`src/rtl/cfifo_sync_ctrl.sv`:
```
// Clocked N-stage relay FIFO controller: bubble-pipeline occupancy with per-stage
// fire pulses, a programmable departure delay line, hold/flush and status outputs.

module cfifo_sync_stage (
  input  logic clk,
  input  logic rst,
  input  logic i_in,
  input  logic i_out,
  input  logic i_flush,
  output logic o_v,
  output logic o_f
);
  logic r_v, r_f, w_nxt;

  assign w_nxt = !i_flush & (i_in | (r_v & !i_out));

  always_ff @(posedge clk) begin
    if (rst) begin
      r_v <= 1'b0;
      r_f <= 1'b0;
    end else begin
      r_v <= w_nxt;
      r_f <= w_nxt & !r_v;
    end
  end

  assign o_v = r_v;
  assign o_f = r_f;
endmodule

module cfifo_sync_ctrl #(
  parameter  int RELAY_NUMS = 5,
  parameter  int OUT_DELAY  = 2,
  localparam int CNT_W      = $clog2(RELAY_NUMS + 1)
) (
  input  logic                  clk,
  input  logic                  rst,
  input  logic                  i_drive,
  output logic                  o_free,
  input  logic                  i_freeNext,
  output logic                  o_driveNext,
  output logic [RELAY_NUMS-1:0] o_fire_n,
  input  logic                  i_hold,
  input  logic                  i_flush,
  output logic [CNT_W-1:0]      o_count,
  output logic                  o_full,
  output logic                  o_empty
);
  logic [RELAY_NUMS-1:0] w_v, w_f, w_in, w_out;
  logic [OUT_DELAY-1:0]  r_dly, w_dly_nxt;
  logic                  w_depart;
  logic [CNT_W-1:0]      w_count;

  assign o_free   = !w_v[0] & !i_hold & !i_flush & !rst;
  assign w_depart = w_v[RELAY_NUMS-1] & i_freeNext & !i_hold & !i_flush;
  assign w_in[0]  = i_drive & o_free;

  // Moves look only at pre-edge occupancy, so a token advances at most one stage per edge.
  for (genvar k = 0; k < RELAY_NUMS; k++) begin : g_stage
    if (k == RELAY_NUMS - 1) begin : g_last
      assign w_out[k] = w_depart;
    end else begin : g_mid
      assign w_out[k]   = w_v[k] & !w_v[k+1] & !i_hold & !i_flush;
      assign w_in[k+1]  = w_out[k];
    end
    cfifo_sync_stage u_stage (
      .clk     (clk),
      .rst     (rst),
      .i_in    (w_in[k]),
      .i_out   (w_out[k]),
      .i_flush (i_flush),
      .o_v     (w_v[k]),
      .o_f     (w_f[k])
    );
  end

  if (OUT_DELAY == 1) begin : g_d1
    assign w_dly_nxt = w_depart;
  end else begin : g_dn
    assign w_dly_nxt = {r_dly[OUT_DELAY-2:0], w_depart};
  end

  // Delay line keeps shifting through hold and flush; only reset discards it.
  always_ff @(posedge clk) begin
    if (rst) r_dly <= '0;
    else     r_dly <= w_dly_nxt;
  end

  always_comb begin
    w_count = '0;
    for (int k = 0; k < RELAY_NUMS; k++) w_count = w_count + CNT_W'(w_v[k]);
  end

  assign o_driveNext = r_dly[OUT_DELAY-1] & !rst;
  assign o_fire_n    = w_f;
  assign o_count     = w_count;
  assign o_full      = &w_v;
  assign o_empty     = (w_v == '0) & (r_dly == '0);
endmodule

```
`config.mk`:
```
export PLATFORM = sky130hd
export DESIGN_NAME = cfifo_sync_ctrl
export DESIGN_NICKNAME = d
export VERILOG_FILES = /design/src/rtl/cfifo_sync_ctrl.sv
export SDC_FILE = /design/constraint.sdc
export NUM_CORES = 1
export LEC_CHECK = 0
export ABC_AREA = 1
export BUFFER_PORTS_ARGS = -buffer_cell sky130_fd_sc_hd__buf_4
export CAP_MARGIN = 20
export CORE_AREA = 2 2 39 41
export CTS_CLUSTER_DIAMETER = 30
export DETAILED_ROUTE_END_ITERATION = 10
export DIE_AREA = 0 0 41 43
export MAX_ROUTING_LAYER = met4
export PLACE_DENSITY = 0.66
export SLEW_MARGIN = 20
export SYNTH_ARGS = -nofsm -noshare
export SYNTH_HDL_FRONTEND = slang
export SYNTH_SLANG_ARGS = --single-unit
```
`constraint.sdc`:
```
create_clock -name clk -period 2.4 [get_ports clk]
set_input_delay 0.36 -clock clk [delete_from_list [all_inputs] [get_ports clk]]
set_output_delay 0.36 -clock clk [all_outputs]
set_load 0.005 [all_outputs]
```
==> results.cfg <==
[status]
status = complete, no violations

[power]
p_sw_frac = 0.2043
p_leak_nw = 0.3409
power_frac_comb = 0.059
p_clk_frac = 0.413
internal_power_uw = 303.1
p_seq_frac = 0.528
vdd_drop_max_mv = 0.3544
total_power_uw = 381.0
p_per_area_nw_per_um2 = 535.1
switchingPower_uw = 77.82

[critical_path]
endpoint = o_count[1]
crit_path_end_kind = output port
critPathLaunchType = register
critical_path.startpoint = g_stage[0].u_stage.o_v
cp_max_fo = 8
reg2reg_from = g_stage[1].u_stage.o_v
r2r-end = g_stage[0].u_stage.o_v
worstRegToRegCells = 5
rrSetupSlack_ns = 1.37
required_ns = 2.04
arrival_ns = 1.93
crit_type = reg2out

[global_routing]
grt_pass1_vias = 426
grt_max_degree = 10
track_usage = 0.1608
antenna_found_initial = 0
grt-ovfl-total = 0
grt_pass1_wl_mm = 1.794

[sta]
drv_slew = 0
finalHoldViolations = 0
setup_violations = 0
rsz0062_at_grt = false
final.period_utilization = 0.9541
post-route-min-period_ns = 2.290
fmax_mhz = 436.7
finalSetupTns_ns = 0
tightest_slew_ns = 0.3355
layout_setup_ws_ns = 0.1101
slew_headroom = 0.7755
finClkSkew_ns = 0.003417

[clock_tree]
cts_tree = yes
h-tree-depth = 1
cts_buffers = 3
clock_sinks = 12
root_buffer = clkbuf_4
clk_latency_ns = 0.27
clock_path_buffers = 2
path_clk_slew_ns = 0.08
cts_hold_buffers = 0

[synthesis]
ys_types = 14
yosysWarnings = 0
synth_top_area_share = 0.4120
ys_ff_latch = 12
muxShareOfSynthArea = 0
synth_ff_type = dfxtp_1
syn-instance-count = 70
synth_nets = 82
synth_most_common_cell = nand2_1
synth_async_sr_flop_share = 0
synth_top_family_by_area = simple AND/OR/NAND/NOR gates
synth-xor-area-share = 0
synth_simple_gate_area_frac = 0.2296
ys_seq_area_frac = 0.4120
synthTopCellsByArea = dfxtp_1 41%, ha_1 8.6%, nand2_1 8.4%
yosysTopAreaCell = dfxtp_1
synth.cell_area_sq_um = 583.1
synth_edf_count = 0
synthTopCellsByCount = 13 x nand2_1, 12 x dfxtp_1, 11 x nor2_1
synthAdderAreaFrac = 0.1545
synth_area_per_cell_sq_um = 8.329
synth_compound_area_frac = 0.04292

[worst_hold_path]
hp-class = in2reg

[die]
die-area_sq_um = 1763
num_rows = 14
initial_utilization = 0.4213
dieHeight_um = 43
die_w_um = 41
core-area_sq_um = 1384
ios = 18

[route]
routedWlPerCell_um = 9.930
ant_nets = 0
avgViaCountPerCell = 4.460
drt_iter0_drc = 12
drc = 0
vias = 446
routed_wl_um = 993
drt-pass1-iter-count = 3

[place]
dpl_cell_area_sq_um = 670.6
portBuffers = 17
dp_cells = 96
pre_cts_ws_ns = 0.3049
dp_hpwl_um = 810.1
place_congestion = 0.7253

[layout]
area_growth_pct = 22.10
nets = 97
fillers = 146
stdcell_area_sq_um = 711.9
n_antenna_cell = 0
drive_gt1_frac = 0.2857
final_cell_count_no_fill = 100

[run]
maxCapViolCount = 0
[metal layers]
layer  up-vias  global-route usage  part of all wire
li1        241                   -                 -
met1       191              0.1782              0.44
met2        14              0.2313              0.50
met3         0             0.07853             0.061
met4         0             0.08000                 0
met5         -                   -                 0
[worst min path at each step]
stage	start	end	slack, ns	cells past startpoint
after floorplan	r_dly[0]	r_dly[1]	0.41	2
after global placement	r_dly[0]	r_dly[1]	0.44	2
after detailed placement	r_dly[0]	r_dly[1]	0.46	2
after CTS	rst	r_dly[1]	0.31	2
after global routing	rst	g_stage[4].u_stage.o_f	0.31	2
final	rst	r_dly[1]	0.31	2
[critical path, stage by stage (launching register included)]
cell and delay (ns):
dfxtp_4 0.38, fa_1 0.49, fa_1 0.37, ha_1 0.28
buf_4 0.14
[timing repair]
action / CTS / global route
gates resized for setup: 0 / 3
buffers inserted: 0 / 0
endpoints found under the setup margin: 0 / 2
[cells in the final DEF (no fill, tap or decap)]
cell type   n
a21oi_1     5
buf_4      17
clkbuf_4    3
clkbuf_8    1
dfxtp_1    10
dfxtp_2     1
dfxtp_4     1
fa_1        2
ha_1        4
inv_1       9
nand2_1    13
nand4_1     1
nor2_1     11
nor3_1      3
nor3_2      1
nor4_1      1
or2_1       1
[state kept, by name, summed over array words and instances (netlist names)]
signal	count
g_stage.u_stage.o_f	5
g_stage.u_stage.o_v	5
r_dly	2
[power by group through the flow]
| stage | combinational (mW) | sequential (mW) | clock, mW |
|---|---|---|---|
| after floorplan | 0.0144 | 0.206 | 0 |
| after global placement | 0.0225 | 0.206 | 0 |
| after detailed placement | 0.0227 | 0.207 | 0 |
| after CTS | 0.0227 | 0.202 | 0.162 |
| after global routing | 0.0257 | 0.202 | 0.179 |
| final | 0.0224 | 0.201 | 0.157 |
[cells by family after synthesis]
logic type                 after synthesis
adders and majority gates                6
buffers and inverters                   16
AOI/OAI and AO/OA                        5
and+or+nand+nor                         31
DFF                                     12
[through the flow]
step | hold slack [ns] | util
6_report | 0.3138 | 0.5145
5_1_grt | 0.3090 | 0.5145
4_1_cts | 0.3095 | 0.5109
3_5_place_dp | 0.4563 | 0.4846
3_3_place_gp | 0.4360 | 0.4846
2_1_floorplan | 0.4101 | -
[layout make-up]
| class | instances | area [sq um] | share of cell area |
|---|---|---|---|
| flip-flops and latches | 12 | 245.2 | 0.3445 |
| multi-input cells | 42 | 249.0 | 0.3497 |
| clock buffers | 4 | 36.28 | 0.05097 |
| well taps | 16 | 20.02 | 0.02812 |
| inverters | 9 | 33.78 | 0.04745 |
| repair buffers | 17 | 127.6 | 0.1793 |
Note: power is estimated with default switching activity, not from simulation.
